--- src/rtl/uart_rx.sv ---
// uart_rx: 8N1 serial receiver sampling mid-bit; each good byte leaves as a one-cycle out_en pulse.
// Latency HALF+9*(MAX+1)+3 cycles from pin fall to out_en; no backpressure, so the consumer must take every pulse.
module uart_rx #(
    parameter int BAUD    = 9600,
    parameter int SYS_CLK = 50_000_000
) (
    input  logic       clk,
    input  logic       rst,
    input  logic       in_data,
    output logic [7:0] out_data,
    output logic       out_en,
    output logic       out_err
);

    localparam int MAX   = SYS_CLK / BAUD - 1;
    localparam int HALF  = MAX / 2;
    localparam int WIDTH = $clog2(MAX + 1);

    localparam logic [WIDTH-1:0] MAX_C  = WIDTH'(MAX);
    localparam logic [WIDTH-1:0] HALF_C = WIDTH'(HALF);

    localparam logic [1:0] ST_IDLE  = 2'd0;
    localparam logic [1:0] ST_START = 2'd1;
    localparam logic [1:0] ST_DATA  = 2'd2;
    localparam logic [1:0] ST_STOP  = 2'd3;

    if (MAX < 3) begin : g_max_check
        $error("uart_rx: SYS_CLK/BAUD must be at least 4");
    end

    logic             s1_q, s1_d;
    logic             s2_q, s2_d;
    logic             prev_q, prev_d;
    logic [1:0]       fill_q, fill_d;
    logic             armed_q, armed_d;
    logic [1:0]       state_q, state_d;
    logic [WIDTH-1:0] cnt_q, cnt_d;
    logic [WIDTH-1:0] cnt_inc;
    logic [2:0]       idx_q, idx_d;
    logic [7:0]       shreg_q, shreg_d;
    logic [7:0]       out_data_q, out_data_d;
    logic             out_en_q, out_en_d;
    logic             out_err_q, out_err_d;

    assign cnt_inc  = cnt_q + 1'b1;
    assign out_data = out_data_q;
    assign out_en   = out_en_q;
    assign out_err  = out_err_q;

    always_comb begin
        s1_d       = in_data;
        s2_d       = s1_q;
        prev_d     = s2_q;
        // s2 only reflects the real pin two cycles after reset; until then the
        // line has not genuinely been seen high, so no start may be armed.
        fill_d     = (fill_q == 2'd2) ? fill_q : fill_q + 2'd1;
        armed_d    = armed_q | ((fill_q == 2'd2) & s2_q);
        state_d    = state_q;
        cnt_d      = cnt_q;
        idx_d      = idx_q;
        shreg_d    = shreg_q;
        out_data_d = out_data_q;
        out_en_d   = 1'b0;
        out_err_d  = 1'b0;

        case (state_q)
            ST_IDLE: begin
                if (armed_q && prev_q && !s2_q) begin
                    state_d = ST_START;
                    cnt_d   = '0;
                end
            end
            ST_START: begin
                // Decide in the cycle cnt steps onto HALF so the start bit is
                // sampled HALF cycles after the edge was first seen.
                cnt_d = cnt_inc;
                if (cnt_inc == HALF_C) begin
                    cnt_d = '0;
                    idx_d = 3'd0;
                    state_d = s2_q ? ST_IDLE : ST_DATA;
                end
            end
            ST_DATA: begin
                if (cnt_q == MAX_C) begin
                    cnt_d          = '0;
                    shreg_d[idx_q] = s2_q;
                    idx_d          = idx_q + 3'd1;
                    if (idx_q == 3'd7) begin
                        state_d = ST_STOP;
                    end
                end else begin
                    cnt_d = cnt_inc;
                end
            end
            default: begin
                if (cnt_q == MAX_C) begin
                    cnt_d   = '0;
                    state_d = ST_IDLE;
                    if (s2_q) begin
                        out_data_d = shreg_q;
                        out_en_d   = 1'b1;
                    end else begin
                        out_err_d  = 1'b1;
                    end
                end else begin
                    cnt_d = cnt_inc;
                end
            end
        endcase
    end

    always_ff @(posedge clk) begin
        if (rst) begin
            s1_q       <= 1'b1;
            s2_q       <= 1'b1;
            prev_q     <= 1'b1;
            fill_q     <= 2'd0;
            armed_q    <= 1'b0;
            state_q    <= ST_IDLE;
            cnt_q      <= '0;
            idx_q      <= 3'd0;
            shreg_q    <= 8'h00;
            out_data_q <= 8'h00;
            out_en_q   <= 1'b0;
            out_err_q  <= 1'b0;
        end else begin
            s1_q       <= s1_d;
            s2_q       <= s2_d;
            prev_q     <= prev_d;
            fill_q     <= fill_d;
            armed_q    <= armed_d;
            state_q    <= state_d;
            cnt_q      <= cnt_d;
            idx_q      <= idx_d;
            shreg_q    <= shreg_d;
            out_data_q <= out_data_d;
            out_en_q   <= out_en_d;
            out_err_q  <= out_err_d;
        end
    end

endmodule

--- config.mk ---
export PLATFORM = sky130hd
export DESIGN_NAME = uart_rx
export DESIGN_NICKNAME = d
export VERILOG_FILES = /design/src/rtl/uart_rx.sv
export SDC_FILE = /design/constraint.sdc
export NUM_CORES = 1
export LEC_CHECK = 0
export CORE_ASPECT_RATIO = 1.1
export CORE_UTILIZATION = 26
export CTS_CLUSTER_DIAMETER = 30
export DETAILED_ROUTE_END_ITERATION = 16
export SYNTH_ARGS = -nofsm -noshare
export SYNTH_HDL_FRONTEND = slang
export SYNTH_SLANG_ARGS = --single-unit
--- constraint.sdc ---
create_clock -name clk -period 2.9 [get_ports clk]
set_input_delay 0.58 -clock clk [delete_from_list [all_inputs] [get_ports clk]]
set_output_delay 0.58 -clock clk [all_outputs]
set_load 0.1 [all_outputs]
==> results.py, run 1 <==
metrics = {
    "status": {
        "outcome": "complete, no violations",
    },
    "timing": {
        "post-route-min-period_ns": 2.54,
        "endpoints_failing_setup": 0,
        "min_period_over_period_pct": 87.4,
        "final_max_slew_viol_count": 0,
        "finClkSkew_ns": 0.00453,
        "worst_slack_on_hold_paths_ns": 0.415,
        "setup_tns_ns": 0,
        "timing.slew.headroom_pct": 43.7,
        "hold_violations": 0,
        "rsz0062_at_grt": "no",
        "timing.fmax_mhz": 394,
        "worst-slew-pin-transition_ns": 0.841,
    },
    "synth": {
        "netlist_area_um2": 2220,
        "combinational_family_with_the_most_area_after_synthesis": "simple AND/OR/NAND/NOR gates",
        "ys_warn_count": 0,
        "yosys.area_share.adder_pct": 5.07,
        "synth.area.mux_share_pct": 8.11,
        "post_synth_and_or_nand_nor_area_fraction_pct": 28.0,
        "synth-edff-count": 0,
        "yosys.cell_types.count": 53,
        "postSynth.topFlopCell": "dfxtp_1",
        "synth-seq-area-share_pct": 37.9,
        "leading_cell_types_by_total_area_after_synthesis": "dfxtp_1 (38%), mux2i_1 (8.1%), ha_1 (5.1%), a21oi_1 (5.0%), nor2_1 (4.9%)",
        "synth_fp_nets": 275,
        "synthDominantAreaCellType": "dfxtp_1",
        "syn_inst": 263,
        "post_synth_xor_area_fraction_pct": 0.789,
        "asyncSetResetFlopFracSynth_pct": 0,
        "synth_compound_gate_area_share_pct": 15.9,
        "synth_area_per_cell_um2": 8.44,
        "synth_seq_cells": 42,
        "synth_top_area_share_pct": 37.9,
    },
    "drt": {
        "drt-vias-per-instance": 4.86,
        "post-route-drc-count": 0,
        "dr_total_vias": 1851,
        "antenna_left": 0,
        "drt_wl_total_mm": 4.77,
        "drt_pre_antenna_iters": 4,
        "route.detailed.wl_per_inst_um": 12.5,
        "drt_first_iter_violations": 121,
    },
    "clocking": {
        "ctsLongestPathBuffers": 2,
        "cts_tree": "done",
        "clock_insertion_delay_worst_skew_ns": 0.29,
        "postCtsResizedCells": 0,
        "post-cts-setup-buffers": 0,
        "root_buf_cell": "clkbuf_8",
        "hold_buffers": 0,
        "clkSinkCount": 42,
        "cts_made_buffers": 5,
        "max_h_tree_level": 2,
        "worst_setup_hold_path_clk_slew_ns": 0.08,
    },
    "floorplan": {
        "starting_utilization_of_the_core_area_pct": 26.7,
        "fp-row-count": 35,
        "chipWidth_um": 90.1,
        "core_um2": 8320,
        "die_height_um": 98.9,
        "floorplan.die_area_um2": 8920,
        "top_level_ports": 13,
    },
    "critical_path": {
        "cpLargestDelayFamily": "simple AND/OR/NAND/NOR gates",
        "worstPathRequired_ns": 3.05,
        "critical_path.startpoint_type": "register",
        "critical_path_peak_fanout": 9,
        "slowest_stage_delay_cp_ns": 0.51,
        "worstSetupPathType": "register to register",
        "cp_cell_sequence": "ha_1 > nand3_1 > nor4_1 > nand3_1 > mux2i_1 > nor2_1",
        "slowest_stage": "nand3_1",
        "worst_path_most_repeated_cell": "nand3_1",
        "critical_path.endpoint_type": "register",
        "timing.critical_path.buf_inv": 0,
        "cp.arrival_ns": 2.69,
    },
    "final_layout": {
        "antenna_cells": 0,
        "num-nets-final": 281,
        "area_added_between_synthesis_and_finish_pct": 13.6,
        "drive_above_1_share_pct": 13.0,
    },
    "grt": {
        "grt_start_max_net_pins": 24,
        "globalRoute.totalOverflow": 0,
        "first_global_vias": 1725,
        "grt_antenna_before_repair": 0,
        "global_route_usage_over_all_layers_pct": 11.3,
        "first_pass_grt_wire_length_mm": 8.24,
    },
    "job": {
        "timing.max_cap.violations": 0,
    },
    "min_path": {
        "worst_hold_path_type": "register to register",
    },
    "placed_design": {
        "detailedPlacementHpwl_mm": 3.38,
        "globalplace.congestion": 0.883,
        "port_buffers": 12,
    },
    "power_and_ir_drop": {
        "power.static_leakage_nw": 0.923,
        "max-vdd-ir-drop_mv": 0.216,
        "power_density_nw_per_um2": 534,
    },
}
[cell usage after synthesis (all sizes together) (2+ instances only)]
library cell and n:
dfxtp 42, nor2 30, nand2 24, a21oi 22, mux2i 18, nor3 12, clkbuf 11, nand3 10
ha 9, o21ai 9, inv 8, nand2b 8, nor4 8, buf 5, or2 5, a311oi 3
o21a 3, o31ai 3, a211oi 2, and2 2, nand4 2, o22ai 2, or3 2, or4b 2
[sequential cells by signal (all words and copies together), names as in the netlist]
| name | flops |
|---|---|
| cnt_q | 13 |
| out_data | 8 |
| shreg_q | 8 |
| idx_q | 3 |
| fill_q | 2 |
| state_q | 2 |
| armed_q | 1 |
| out_en | 1 |
| out_err | 1 |
| prev_d | 1 |
| prev_q | 1 |
| s1_q | 1 |
[cells in the final DEF (no fill, tap or decap), drive strengths merged, types with 3 or more instances in the layout]
cell,n
nand3,10
a21oi,22
o21a,3
nand2b,8
mux2i,18
nor2,30
nand2,24
inv,8
nor3,12
or2,5
o31ai,3
nor4,8
o21ai,9
buf,13
dfxtp,42
clkbuf,6
a311oi,3
ha,9
[worst reg2reg max path, cell delays in order, from the launching register on]
cell and delay [ns]:
dfxtp_1 0.49, ha_1 0.31, nand3_1 0.24, nor4_1 0.50
nand3_1 0.51, mux2i_1 0.30, nor2_1 0.06
[report_power, final]
| part | switching [W] | leakage [nW] | total (W) | internal (W) |
|---|---|---|---|---|
| logic | 0.000156 | 0.532 | 0.000243 | 0.0000872 |
| clock network | 0.000206 | 0.0514 | 0.000463 | 0.000257 |
| registers | 0.0000353 | 0.340 | 0.000642 | 0.000607 |
| total | 0.000397 | 0.923 | 0.00135 | 0.000951 |
[final cells by class]
| type | instances | area (um^2) |
|---|---|---|
| Clock buffer | 6 | 72.6 |
| Inverter | 8 | 30.0 |
| Timing Repair Buffer | 15 | 118 |
| Clock inverter | 2 | 37.5 |
| Sequential cell | 42 | 841 |
| Multi-Input combinational cell | 197 | 1290 |
| Tap cell | 111 | 139 |
| Fill cell | 894 | 5800 |
[metrics by stage]
step	worst slack [ns]	power, W	utilization [%]	cells	instance area [um^2]
after floorplan	0.746	0.000831	-	263	2220
final	0.365	0.00135	30.3	381	2520
after detailed placement	0.340	0.000896	29.0	373	2410
after global routing	0.0770	0.00143	30.3	381	2520
after CTS	0.330	0.00136	30.3	381	2520
after global placement	0.482	0.000893	29.0	373	2410
[layer usage]
metal  vias to the layer above  part of all wire (%)  track usage (%)
met4                         0                   1.6             5.33
met2                        27                    48             18.9
met1                       872                    48             14.1
li1                        946                     -                -
met5                         -                     0                0
met3                         6                   2.5             1.93
[worst paths after layout]
path | cells after the start | startpoint | slack, ns | endpoint
worst max register to register | 6 | cnt_q[0]$_SDFFE_PP0P_ | 0.36 | out_data[5]$_SDFFE_PP0P_
worst min-delay path | 1 | s1_q$_SDFF_PP1_ | 0.41 | prev_d$_SDFF_PP1_
worst min register to register | 1 | s1_q$_SDFF_PP1_ | 0.41 | prev_d$_SDFF_PP1_
worst max-delay path | 6 | cnt_q[0]$_SDFFE_PP0P_ | 0.36 | out_data[5]$_SDFFE_PP0P_
[cells by family after synthesis]
group                    after synthesis
AO/OA/AOI/OAI                         55
XOR/XNOR                               2
AND/OR/NAND/NOR                      113
buffers and inverters                 24
adder cells (fa/ha/maj)                9
multiplexers                          18
flip-flops                            42
(Power assumes the default switching activity.)
==> run 2: changes to the inputs <==
--- a/config.mk
+++ b/config.mk
@@ -9,6 +9,7 @@
 export CORE_UTILIZATION = 26
 export CTS_CLUSTER_DIAMETER = 30
 export DETAILED_ROUTE_END_ITERATION = 16
+export SETUP_SLACK_MARGIN = 0.02
 export SYNTH_ARGS = -nofsm -noshare
 export SYNTH_HDL_FRONTEND = slang
 export SYNTH_SLANG_ARGS = --single-unit
==> results of run 2 <==
No change in the layout: final DEF, timing and power equal those of run 1.
